### src/rtl/shared_bus_rr_arbiter.sv
// Round-robin arbiter/sequencer for a 4-source tristate bus with a dead turnaround cycle between owners.
// Define ARB_HOLD_LIMIT_EN to cap each tenure at HOLD_MAX cycles when other sources are waiting.
module shared_bus_rr_arbiter #(
    parameter int DATA_W   = 8,
    parameter int HOLD_MAX = 8
) (
    input  logic                clk,
    input  logic                rst,
    input  logic [3:0]          req,
    input  logic [4*DATA_W-1:0] din,
    output logic [3:0]          gnt,
    output logic [1:0]          sel,
    output logic                bus_en,
    output logic [DATA_W-1:0]   dout,
    output logic                dout_valid
);

    typedef enum logic [1:0] {
        IDLE       = 2'd0,
        GRANT      = 2'd1,
        TURNAROUND = 2'd2
    } state_t;

    state_t            state;
    logic [1:0]        ptr;
    logic [1:0]        winner;
    logic [DATA_W-1:0] lane;
    logic              keep;

    if (HOLD_MAX < 1) begin : g_bad_hold_max
        $error("HOLD_MAX must be at least 1");
    end

    // Scan from farthest to nearest so the nearest requester after ptr wins.
    // NOTE: every always_comb output gets a default first so no latch is inferred.
    always_comb begin
        winner = ptr + 2'd1;
        for (int i = 4; i >= 1; i--) begin
            if (req[ptr + 2'(i)]) winner = ptr + 2'(i);
        end
    end

    always_comb begin
        lane = '0;
        for (int k = 0; k < 4; k++) begin
            if (sel == 2'(k)) lane = din[k*DATA_W +: DATA_W];
        end
    end

`ifdef ARB_HOLD_LIMIT_EN
    localparam int HCNT_W = $clog2(HOLD_MAX + 1);

    logic [HCNT_W-1:0] hcnt;
    logic [HCNT_W-1:0] hcnt_inc;
    logic              hold_hit;

    // hcnt_inc reaching HOLD_MAX means the cycle closing now is the owner's last allowed one.
    assign hcnt_inc = (hcnt == HCNT_W'(HOLD_MAX)) ? hcnt : hcnt + HCNT_W'(1);
    assign hold_hit = (hcnt_inc == HCNT_W'(HOLD_MAX)) && |(req & ~gnt);
    assign keep     = req[sel] && !hold_hit;

    always_ff @(posedge clk) begin
        if (rst || state != GRANT) hcnt <= '0;
        else                       hcnt <= hcnt_inc;
    end
`else
    assign keep = req[sel];
`endif

    // NOTE: sequential state uses non-blocking assignments so every register samples pre-edge values.
    always_ff @(posedge clk) begin
        if (rst) begin
            state      <= IDLE;
            ptr        <= 2'd3;
            gnt        <= '0;
            sel        <= '0;
            bus_en     <= 1'b0;
            dout       <= '0;
            dout_valid <= 1'b0;
        end else begin
            case (state)
                IDLE, TURNAROUND: begin
                    dout_valid <= 1'b0;
                    if (|req) begin
                        state  <= GRANT;
                        gnt    <= 4'b0001 << winner;
                        sel    <= winner;
                        bus_en <= 1'b1;
                    end else begin
                        state <= IDLE;
                    end
                end
                GRANT: begin
                    if (keep) begin
                        dout       <= lane;
                        dout_valid <= 1'b1;
                    end else begin
                        state      <= TURNAROUND;
                        gnt        <= '0;
                        bus_en     <= 1'b0;
                        ptr        <= sel;
                        dout_valid <= 1'b0;
                    end
                end
                default: begin
                    state      <= IDLE;
                    gnt        <= '0;
                    bus_en     <= 1'b0;
                    dout_valid <= 1'b0;
                end
            endcase
        end
    end

endmodule

### config.mk
export PLATFORM = sky130hd
export DESIGN_NAME = shared_bus_rr_arbiter
export DESIGN_NICKNAME = d
export VERILOG_FILES = /design/src/rtl/shared_bus_rr_arbiter.sv
export SDC_FILE = /design/constraint.sdc
export NUM_CORES = 1
export LEC_CHECK = 0
export ABC_CLOCK_PERIOD_IN_PS = 2100
export BUFFER_PORTS_ARGS = -buffer_cell sky130_fd_sc_hd__buf_2
export CORE_MARGIN = 4
export CORE_UTILIZATION = 45
export DETAILED_ROUTE_END_ITERATION = 7
export GPL_TIMING_DRIVEN = 0
export PLACE_DENSITY = 0.79
export SLEW_MARGIN = 0
export SYNTH_ARGS = -nofsm -noshare
export SYNTH_HDL_FRONTEND = slang
export SYNTH_SLANG_ARGS = --single-unit
### constraint.sdc
create_clock -name clk -period 2.1 [get_ports clk]
set_input_delay 0.21 -clock clk [delete_from_list [all_inputs] [get_ports clk]]
set_output_delay 0.21 -clock clk [all_outputs]
set_load 0.05 [all_outputs]
## Word-level counts from Yosys, hierarchy flattened

Cells that the tools add are included.

- Logic and storage cells: 62
- Output and inout port bits: 16
- Flip-flop bits (word level): 20
- Bits of input ports: 38

- Bitwise logic cells: 2
- Add/sub/neg operators: 3
- Equal/unequal tests: 7
- Muxes and demuxes: 28
- Shift-type cells: 1
- Magnitude comparators: 5
- Reduce and logical (&&, ||, !) cells: 9

Operators by type and width:

| operator | number |
|---|---|
| two-way mux 8 bit | 4 |
| less-than comparator 2 x 3 -> 1 bit, second input constant | 5 |
| binary-select mux 1 bit (select 2 bit) | 5 |
| two-way mux 2 bit | 5 |
| two-way mux 1 bit | 9 |
| two-way mux 4 bit | 2 |
| case mux 4 bit (2 select lines) | 1 |
| AND reduction 2 bit | 4 |
| equality test 2 bit, second input constant | 3 |
| adder 2 bit, second input constant | 2 |
| equality test 2 x 1 -> 1 bit, second input constant | 2 |
| logical NOT 2 bit | 2 |
| inequality test 2 bit, second input constant | 2 |
| case mux 2 bit (2 select lines) | 1 |
| OR reduction 2 bit | 2 |
| OR reduction 4 bit | 1 |
| << shifter 1 x 2 -> 4 bit, first input constant | 1 |
| adder 2 x 1 -> 2 bit, second input constant | 1 |
| inverter 1 bit | 2 |
| case mux 1 bit (2 select lines) | 1 |

## Depth between registers and ports, before layout

Gate-level depths: netlist (run 1).

- Word-level depth: 9
- Depth in mapped cells: 5
- Gate-level depth less buffers: 4

## Worst setup path before layout (run 1)

No wires, ideal clock.

- Path kind: reg2reg
- From: register sel[0]
- To: register ptr[0]
- Cell stages (with the launch flop): 5
- Data required time: 1.980 ns
- Buffers on the path: 0
- Path slack: 0.184 ns
- Setup time: 0.120 ns
- Arrival time: 1.797 ns
- Cell sequence: dfxtp_1 mux4_2 nor2_4 nor2b_1 a211o_1

- Word-level cells in the longest chain between the ends: 4

Ends and longest elaborated chain:

| element | RTL line | text |
|---|---|---|
| start, declared | 12 | `output logic [1:0] sel,` |
| start signal, assigned | 87 | `sel <= winner;` |
| binary-select mux 1 bit (select 2 bit) | 67 | `assign keep = req[sel];` |
| two-way mux 1 bit (not written as such) | 67 |  |
| inverter 1 bit (no line) | n/a |  |
| AND reduction 2 bit (no line) | n/a |  |
| end signal, assigned | 101 | `ptr <= sel;` |
| end, declared | 25 | `logic [1:0] ptr;` |

Several ways; a longest one is shown, not always the timed one. The select of a mux whose other input is x is not followed.
A chain may end at the register's enable or synchronous reset.

## Worst setup path in the final report (run 1)

- From: register sel[0]
- To: register dout[5]

- Word-level cells in the longest chain between the ends: 5

Ends and longest elaborated chain:

| element | RTL line | text |
|---|---|---|
| logical NOT 2 bit | 46 | `if (sel == 2'(k)) lane = din[k*DATA_W +: DATA_W];` |
| two-way mux 8 bit (4 in series) | 46 |  |
| end signal, assigned | 95 | `dout <= lane;` |
| end, declared | 14 | `output logic [DATA_W-1:0] dout,` |

Several ways; a longest one is shown, not always the timed one. The select of a mux whose other input is x is not followed.

==> results of run 1 <==
power by group:
group / internal (mW) / switching (mW) / total [mW]
Sequential: 0.413 / 0.0262 / 0.439
Clock: 0.0667 / 0.104 / 0.171
Combinational: 0.150 / 0.218 / 0.368
layout make-up:
| cell class | instances | area, um^2 |
|---|---|---|
| Tap cell | 28 | 35.0 |
| Multi-Input combinational cell | 73 | 639 |
| Sequential cell | 20 | 400 |
| Inverter | 5 | 18.8 |
| Clock buffer | 3 | 22.5 |
| Buffer | 5 | 28.8 |
| Timing Repair Buffer | 51 | 255 |
| Fill cell | 194 | 855 |
cell families (layout without fill, tap and decap cells):
kind of cell / count (synthesis) / after routing
xor gates and xnor gates: 1 / 1
buffers and inverters: 10 / 64
muxes: 19 / 19
and+or+nand+nor: 29 / 29
AOI/OAI and AO/OA: 24 / 24
DFF: 20 / 20
cells in the final DEF (no fill, tap or decap), types with 2 or more instances in the layout:
master    count
inv_1         5
nand2_1       3
a21oi_1       6
a211o_1       2
o21ai_0       2
nor2b_1       4
nor2_1       15
clkbuf_4      3
a32o_1        4
buf_2        53
dfxtp_1      20
a32oi_1       2
clkbuf_1      2
mux4_2        9
mux2i_1       9
per-stage QoR:
step	utilization	setup WS [ns]	power [mW]	instances	hold slack, ns
2_1_floorplan	-	0.184	0.719	103	0.456
3_3_place_gp	0.611	0.482	0.803	182	0.450
3_5_place_dp	0.611	0.440	0.816	182	0.457
4_1_cts	0.621	0.427	0.989	185	0.184
5_1_grt	0.621	0.333	1.03	185	0.176
6_report	0.621	0.445	0.978	185	0.187
state kept, by name (all words and copies together) (netlist names):
signal,cells
bus_en,1
dout,8
dout_valid,1
gnt,4
ptr,2
sel,2
state,2
worst register-to-register path: cells and delay by family, from the launching register on:
family	cells	cell delay, ns
AND/OR/NAND/NOR	2	0.26
flip-flops	1	0.43
multiplexers	2	0.85
per-layer routing:
metal / share of wire / global-route usage / vias to the layer above
li1: - / - / 501
met1: 0.40 / 0.192 / 495
met2: 0.48 / 0.290 / 39
met3: 0.088 / 0.0520 / 6
met4: 0.024 / 0.0662 / 0
met5: 0 / 0 / -
worst max path at each step:
stage / startpoint / end / slack (ns) / cells after the start
global placement: sel[0]$_SDFFE_PP0N_ / dout[3]$_SDFFE_PP0N_ / 0.48 / 4
CTS: sel[0]$_SDFFE_PP0N_ / dout[1]$_SDFFE_PP0N_ / 0.43 / 4
floorplan: sel[0]$_SDFFE_PP0N_ / ptr[0]$_SDFFE_PP1P_ / 0.18 / 4
finish: sel[0]$_SDFFE_PP0N_ / dout[5]$_SDFFE_PP0N_ / 0.44 / 4
detailed placement: sel[1]$_SDFFE_PP0N_ / dout[1]$_SDFFE_PP0N_ / 0.44 / 4
global route: sel[0]$_SDFFE_PP0N_ / dout[1]$_SDFFE_PP0N_ / 0.33 / 4
==> out/results.ini, run 1 <==
[run_status]
status=finished, final reports clean

[routing]
drt_pre_antenna_iters=4
drt_iter0_drc=16
vias=1041
wl_per_cell_um=14.6
vias_per_cell=5.63
ant_nets=0
drc=0
routed_wl_um=2710

[logic_synthesis]
synth_fp_nets=141
synth_top_family_by_area=multiplexers
synth_fa_ha_area_frac=0
avgSynthCellArea_um2=10.6
synth.distinct_cells=32
synth_area_leader_cell=dfxtp_1
synth_edf_count=0
synth.cells.most_frequent=dfxtp_1 (20), nor2_1 (15), mux2i_1 (9), mux4_2 (9), a21oi_1 (6)
seq_area_frac_synth=0.368
yosys_warnings=0
synthMuxAreaShare=0.280
yosys.area_share.simple=0.133
async_reset_ff_frac=0
ys_ff_latch=20
syn_inst=103
syn_area_mm2=0.00109
synth_area_leaders=dfxtp_1 (37%), mux4_2 (19%), mux2i_1 (8.3%)
synth-compound-area-share=0.167
synth.most_common_cell=dfxtp_1
synthFlopType=dfxtp_1
synth_xor_area_frac=0.00806
yosysTopAreaCellShare=0.368

[worst_hold_path]
min_from=rst
whs_path_depth=2
hold_class=primary input to flop
min_to=state[0]$_SDFFE_PP0P_

[pwr]
leakage_nw=0.677
p_per_area_mw_per_mm2=698
irDropWorstVdd_mv=0.574

[critical_path]
worst-setup-path-type=flop to flop
crit_chain=mux4_2 -> nand2_4 -> mux2i_1 -> nor2_1
r2r-start=sel[0]$_SDFFE_PP0N_
endpoint_kind=flop
reg2reg_slack_ns=0.44
start_kind=flop
cp_data_required_time_ns=2.28
timing.rr.end=dout[5]$_SDFFE_PP0N_
crit_path_max_fanout=10
critPathMaxStageDelay_ns=0.62
critPathTopFamily=multiplexers
worst-path-buf-inv=0
arrival_ns=1.84
rr_worst_depth=4
slowest_stage=mux4_2

[floorplanning]
fp.dieH_um=57.2
core_mm2=0.00225
die_w_um=57.2
dieArea_mm2=0.00327
start_util=0.482
pin_count=54
num_rows=17

[final_layout]
final_cell_area_mm2=0.00140
nNetsFinal=197
antennaDiodeCount=0
syn_to_final_growth_pct=28.8
drive_above_1_share=0.459

[timing]
worst_clock_skew_ns=0.00186
max_freq_ghz=0.604
rsz0062_at_grt=false
setup_tns_ns=0
worst_pin_slew_ns=0.618
fin_crit_sh=0.788
min_period_ns=1.66
drv_slew=0
final-setup-viol-count=0
relSlewSlack=0.584
finalHoldViolCount=0

[clocking]
htree_levels=1
clk_path_buf_depth=2
cts_hold_buf=0
numCtsBuffers=3
cts_num_sinks=20
post_cts_resized=0
root_buffer=clkbuf_4
postCtsSetupBuffers=0
cts.reportedPaths.clkPinSlew_ns=0.10
clock_latency_ns=0.29
cts_tree=done

[global_route]
grt_pass1_wl_um=4390
grt_overflow_total=0
antenna_found_initial=0
grt_usage=0.168
first_global_vias=1037
grt_max_degree=11

[flow_run]
cap_violations=0

[placed_design]
place_hpwl_um=2140
port_buffers=51
finalWeightedCongestion=0.824
placed_area_mm2=0.00138

Power figures use the tool's default switching activity.
==> run 2: changes to the inputs <==
- ABC_AREA: not set -> 1
- ABC_CLOCK_PERIOD_IN_PS: 2100 -> 1570
- PLACE_DENSITY: 0.79 -> 0.78
- clock period: 2.1 -> 1.57 ns (I/O delays scaled with it)
==> run 2 against run 1 <==
Against the previous run: power increased by 92%; critical path depth increased by 3; final cell count increased by 43%; clock power increased by 150%; via count increased by 28%; critical endpoint is now ptr[1]$_SDFFE_PP1P_; sequential share of layout area decreased by 1.5 points.
==> out/results.ini, run 2 <==
[run_status]
status=finished, final reports clean

[final_layout]
final_common_cell=nand2_1
layout_common_cells=nand2_1 (84), buf_2 (52), nand3_1 (19)
final_cell_area_mm2=0.00150  ; +6.8%
drive_above_1_share=0.305  ; -0.154
top_regs=dout: 8 flops, gnt: 4 flops
top_register=dout
final_cells=264  ; +43%
nNetsFinal=275  ; +40%
largest_reg_flops=8  ; unchanged
antennaDiodeCount=0  ; unchanged
syn_to_final_growth_pct=33.2

[clocking]
cts_hold_buf=0  ; unchanged
cts_tree=done
clk_path_buf_depth=2  ; unchanged
htree_levels=1  ; unchanged
numCtsBuffers=3  ; unchanged
cts.reportedPaths.clkPinSlew_ns=0.12  ; +0.02 ns
cts_num_sinks=20  ; unchanged
root_buffer=clkbuf_4
clock_latency_ns=0.31  ; +0.02 ns

[pwr]
power.internal_mw=1.09  ; +73%
irDropWorstVdd_mv=0.863  ; +50%
p_per_area_mw_per_mm2=1250  ; +79%
combPwrFrac=0.431  ; +0.055
power.switching_mw=0.785  ; +130%
swShare=0.419  ; +0.0627
leakage_nw=0.820  ; +21%
power.total_mw=1.87  ; +92%
pwr-share-seq=0.341  ; -0.108
p_clk_frac=0.228  ; +0.053

[routing]
vias_per_cell=5.04  ; -10%
routed_wl_um=3010  ; +11%
drt_iter0_drc=49  ; +33
drt_pre_antenna_iters=4  ; unchanged
vias=1330  ; +28%
ant_nets=0  ; unchanged
drc=0  ; unchanged
wl_per_cell_um=11.4  ; -22%

[timing]
final-setup-viol-count=0  ; unchanged
worst_clock_skew_ns=0.00651  ; +0.00464 ns
max_freq_ghz=0.684  ; +13%
min_period_ns=1.46  ; -0.194 ns
worst_pin_slew_ns=0.489  ; -0.129 ns
relSlewSlack=0.673  ; +0.0887
rsz0062_at_grt=false
finalHoldViolCount=0  ; unchanged
fin_crit_sh=0.931  ; +0.142
hold_slack_ns=0.133  ; -0.0543 ns
drv_slew=0  ; unchanged
setup_tns_ns=0  ; unchanged

[logic_synthesis]
yosys_warnings=0  ; unchanged
synth.cells.most_frequent=nand2_1 (85), dfxtp_1 (20), nand3_1 (19)
synth_area_leaders=dfxtp_1 (36%), nand2_1 (28%), nand3_1 (8.5%)
syn_inst=180  ; +75%
avgSynthCellArea_um2=6.24  ; -41%
synth_edf_count=0  ; unchanged
syn_area_mm2=0.00112  ; +3.2%
synthFlopType=dfxtp_1
synth_fp_nets=218  ; +55%
yosysTopAreaCellShare=0.357  ; -0.0115
ys_ff_latch=20  ; unchanged
seq_area_frac_synth=0.357  ; -0.0115
synth.distinct_cells=23  ; -28%
async_reset_ff_frac=0  ; unchanged
synth_area_leader_cell=dfxtp_1
synth.most_common_cell=nand2_1

[flow_run]
cap_violations=0  ; unchanged

[global_route]
grt_pass1_wl_um=5180  ; +18%
grt_max_degree=13  ; +2
grt_usage=0.194  ; +0.0264
grt_overflow_total=0  ; unchanged
first_global_vias=1212  ; +17%
antenna_found_initial=0  ; unchanged

[worst_hold_path]
min_from=din[17]
whs_path_depth=5  ; +3
hold_class=primary input to flop
min_to=dout[1]$_SDFFE_PP0N_

[placed_design]
placed_area_mm2=0.00142  ; +3.1%
place_inst=260  ; +43%
place_hpwl_um=2370  ; +11%
finalWeightedCongestion=0.826  ; +0.25%
port_buffers=52  ; +2.0%

[critical_path]
crit_path_max_fanout=10  ; unchanged
worst-setup-path-type=flop to flop
cp_data_required_time_ns=1.75  ; -0.53 ns
r2r-start=sel[0]$_SDFFE_PP0N_
reg2reg_slack_ns=0.11  ; -0.34 ns
rr_worst_depth=7  ; +3
arrival_ns=1.64  ; -0.20 ns
endpoint_kind=flop
start_kind=flop
timing.rr.end=ptr[1]$_SDFFE_PP1P_

[floorplanning]
start_util=0.489  ; +0.00632
pin_count=54  ; unchanged
core_mm2=0.00230  ; +1.9%
fp.dieH_um=57.9  ; +1.4%
die_w_um=57.9  ; +1.4%
dieArea_mm2=0.00336  ; +2.8%
num_rows=17  ; unchanged

run 2: changes by cell type after synthesis, sizes merged, moves of 9 or more:
cell and delta:
inv +9, mux2i -9, mux4 -9, nand2 +82, nand3 +19, nand4 +10, nor2 -10
run 2: logic make-up (layout without fill, tap and decap cells):
group / after synthesis / in the layout / share of synthesized area
AOI/OAI and AO/OA: 17 / 17 / 0.0948
and+or+nand+nor: 122 / 122 / 0.467
buffers and inverters: 20 / 76 / 0.0736
xor gates and xnor gates: 1 / 1 / 0.00781
DFF: 20 / 20 / 0.357
run 2: area by class of cell:
| type | instances | area [um^2] |
|---|---|---|
| clock buffers | 3 | 22.5 |
| well taps | 28 | 35.0 |
| repair buffers | 52 | 260 |
| clock inverters | 1 | 30.0 |
| inverters | 16 | 60.1 |
| fillers | 227 | 802 |
| multi-input cells | 140 | 656 |
| plain buffers | 4 | 26.3 |
| flip-flops and latches | 20 | 405 |
run 2: power by group through the flow:
stage	clock network [mW]	registers, mW	logic, mW
finish	0.427	0.639	0.807
global placement	0	0.639	0.789
global route	0.457	0.648	0.900
floorplan	0	0.826	0.411
CTS	0.433	0.628	0.796
detailed placement	0	0.639	0.794
run 2: routing by layer:
metal | vias to the layer above | GRT usage | wire (um)
met3 | 4 | 0.0512 | 214
met2 | 36 | 0.306 | 1430
li1 | 700 | - | -
met1 | 590 | 0.254 | 1340
met4 | 0 | 0.0695 | 22
met5 | - | 0 | 0
run 2: worst max-delay path, stage by stage, from the launching register on:
cell and delay, ns:
dfxtp_2 0.42, inv_2 0.08, nor2_4 0.20, a22o_1 0.21, o21ai_4 0.09, buf_4 0.19
nand3_1 0.07, nand3_1 0.07
run 2: worst max path at each step:
stage,to,cells past startpoint,slack (ns),from
2_1_floorplan,ptr[1]$_SDFFE_PP1P_,7,0.04,sel[0]$_SDFFE_PP0N_
3_3_place_gp,ptr[1]$_SDFFE_PP1P_,7,0.01,sel[0]$_SDFFE_PP0N_
3_5_place_dp,ptr[1]$_SDFFE_PP1P_,7,0.03,sel[0]$_SDFFE_PP0N_
4_1_cts,ptr[1]$_SDFFE_PP1P_,7,0.002,sel[0]$_SDFFE_PP0N_
5_1_grt,dout[7]$_SDFFE_PP0N_,7,0.003,sel[0]$_SDFFE_PP0N_
6_report,ptr[1]$_SDFFE_PP1P_,7,0.11,sel[0]$_SDFFE_PP0N_
run 2: timing repair:
item                                    CTS  global route
endpoints found under the setup margin    0            17
buffers inserted                          0             0
gates resized for setup                   0             7
run 2: stage by stage:
stage	util	setup slack, ns
final	0.651	0.109
after global routing	0.651	0.00332
after CTS	0.641	0.00237
after detailed placement	0.618	0.0334
after global placement	0.618	0.0141
after floorplan	-	0.0413
==> run 3: changes to the inputs <==
--- a/config.mk
+++ b/config.mk
@@ -15,2 +15,3 @@
 export PLACE_DENSITY = 0.78
+export REMOVE_ABC_BUFFERS = 1
 export SLEW_MARGIN = 0
--- a/constraint.sdc
+++ b/constraint.sdc
@@ -3,2 +3,2 @@
 set_output_delay 0.157 -clock clk [all_outputs]
-set_load 0.05 [all_outputs]
+set_load 0.1 [all_outputs]
==> run 3 against run 2 <==
Against the previous run: worst hold slack improved by 0.0070 ns; non-clock buffer count increased by 1; routed wire length increased by 3.0%; power increased by 6.2%; utilization increased by 1.1 points; first-iteration DRC count decreased by 2.0%; design area increased by 1.8%; combinational power increased by 30%; critical path type unchanged; critical path depth increased by 4; register-to-register slack about the same.
==> out/results.ini, run 3 (synthesis results as in run 2) <==
[floorplanning]
pin_count=54  ; unchanged
core_mm2=0.00230  ; unchanged
start_util=0.489  ; unchanged
die_w_um=57.9  ; unchanged
num_rows=17  ; unchanged
dieArea_mm2=0.00336  ; unchanged
fp.dieH_um=57.9  ; unchanged

[final_layout]
top_regs=dout: 8 flops, gnt: 4 flops
antennaDiodeCount=0  ; unchanged
top_register=dout
fillerInstances=234  ; +3.1%
nNetsFinal=276  ; +0.36%
syn_to_final_growth_pct=35.6
final_common_cell=nand2_1
area.sequential_um2=410  ; +1.2%
final_cell_area_mm2=0.00152  ; +1.8%
largest_reg_flops=8  ; unchanged
multi_input_area_um2=684  ; +4.4%
drive_above_1_share=0.354  ; +0.0493
layout_common_cells=nand2_1 (81), buf_2 (53), nand3_1 (17)

[clocking]
cts_hold_buf=0  ; unchanged
htree_levels=1  ; unchanged
numCtsBuffers=3  ; unchanged
clk_path_buf_depth=2  ; unchanged
cts_tree=done
cts.reportedPaths.clkPinSlew_ns=0.11  ; about the same
root_buffer=clkbuf_4
cts_num_sinks=20  ; unchanged
clock_latency_ns=0.30  ; about the same

[critical_path]
cp-startpoint=ptr[0]$_SDFFE_PP1P_
arrival_ns=1.69  ; +0.05 ns
r2r-start=ptr[0]$_SDFFE_PP1P_
start_kind=flop
cp_data_required_time_ns=1.80  ; +0.05 ns
endpoint_kind=flop
worst-setup-path-type=flop to flop
crit_path_max_fanout=5  ; -5

[placed_design]
pre_cts_ws_ns=-0.170  ; -0.203 ns
place_hpwl_um=2410  ; +1.7%
finalWeightedCongestion=0.849  ; +2.8%
placed_area_mm2=0.00140  ; -1.4%
port_buffers=53  ; +1.9%

[pwr]
irDropWorstVdd_mv=1.14  ; +33%
leakage_nw=0.826  ; +0.72%
p_per_area_mw_per_mm2=1310  ; +4.4%

[timing]
drv_slew=0  ; unchanged
worst_pin_slew_ns=0.509  ; +0.0194 ns
fin_crit_sh=0.932  ; +0.00125
final-setup-viol-count=0  ; unchanged
worst_clock_skew_ns=0.00927  ; +0.00276 ns
finalWorstSetupSlack_ns=0.107  ; -0.00196 ns
max_freq_ghz=0.683  ; -0.13%
min_period_ns=1.46  ; +0.00196 ns
relSlewSlack=0.658  ; -0.0148
finalHoldViolCount=0  ; unchanged

[routing]
routed_wl_um=3100  ; +3.0%
drt_iter0_drc=48  ; -2.0%
vias=1368  ; +2.9%
vias_per_cell=5.16  ; +2.5%
drt_pre_antenna_iters=4  ; unchanged
wl_per_cell_um=11.7  ; +2.6%
drc=0  ; unchanged
ant_nets=0  ; unchanged

[global_route]
grtUsageMet3=0.0512  ; unchanged
grt_max_degree=13  ; unchanged
grt_pass1_wl_um=5030  ; -2.9%
met2_usage=0.371  ; +0.0645
grt_usage=0.190  ; -0.00469
first_global_vias=1250  ; +3.1%
antenna_found_initial=0  ; unchanged
grt_overflow_total=0  ; unchanged
top_usage_layer=met2
use_met1=0.196  ; -0.0585

[flow_run]
cap_violations=0  ; unchanged

[worst_hold_path]
hold_class=primary input to flop
min_from=rst

[run_status]
status=finished, final reports clean

run 3: changes by cell type in the layout (fill, tap and decap cells not counted), moves of 2 or more:
| cell | before | now |
|---|---|---|
| dfxtp_2 | 4 | 2 |
| buf_4 | 1 | 4 |
| nand3_2 | 0 | 2 |
| nand3_1 | 19 | 17 |
| nand2_1 | 84 | 81 |
| dfxtp_4 | 0 | 2 |
| a21oi_2 | 0 | 2 |
| clkbuf_1 | 2 | 0 |
| a21oi_1 | 8 | 6 |
| nand2_2 | 2 | 5 |
run 3: layer usage:
metal,wire [um],vias to the layer above
met3,169,7
met4,31,0
met2,1700,39
li1,-,700
met5,0,-
met1,1190,622
run 3: area by class of cell:
cell class                      instances  share of cell area
Inverter                               16              0.0395
Tap cell                               28              0.0230
Multi-Input combinational cell        140               0.450
Clock buffer                            4              0.0238
Sequential cell                        20               0.270
Timing Repair Buffer                   57               0.194
run 3: power by group:
group	internal (mW)	switching, mW
clock	0.141	0.149
combinational	0.266	0.788
sequential	0.582	0.0627
run 3: stage by stage:
stage / util / instances / setup TNS, ns / total power, mW / hold slack, ns
after CTS: 0.633 / 262 / 0 / 1.94 / 0.140
after global routing: 0.662 / 265 / -0.0542 / 2.12 / 0.152
after floorplan: - / 176 / -9.69 / 1.42 / 0.226
after global placement: 0.609 / 257 / -0.973 / 1.62 / 0.451
after detailed placement: 0.609 / 257 / -1.15 / 1.63 / 0.452
final: 0.662 / 265 / 0 / 1.99 / 0.140
run 3: repair_timing:
action                                 4_1_cts  5_1_grt
gates resized for setup                      5       17
pin swaps                                    1        8
setup buffers                                1        3
setup endpoints to repair                   16       16
endpoints found under the hold margin        0        0
run 3: critical path, stage by stage, from the launching register on:
cell and delay (ns):
dfxtp_4 0.40, buf_4 0.15, nand2_1 0.07, nand3_1 0.11, nand2_1 0.06, nand3_1 0.06, nand2_1 0.08, nand2_1 0.08
nand2_2 0.07, nand2_2 0.09, nand3_1 0.07, a21oi_1 0.14
run 3: final timing paths:
kind | end | slack (ns) | depth (start not counted)
worst max-delay path | gnt[0]$_SDFFE_PP0P_ | 0.11 | 11
worst min-delay path | gnt[1]$_SDFFE_PP0P_ | 0.14 | 2
worst max register to register | gnt[0]$_SDFFE_PP0P_ | 0.11 | 11
worst min register to register | bus_en$_SDFFE_PP0P_ | 0.46 | 2
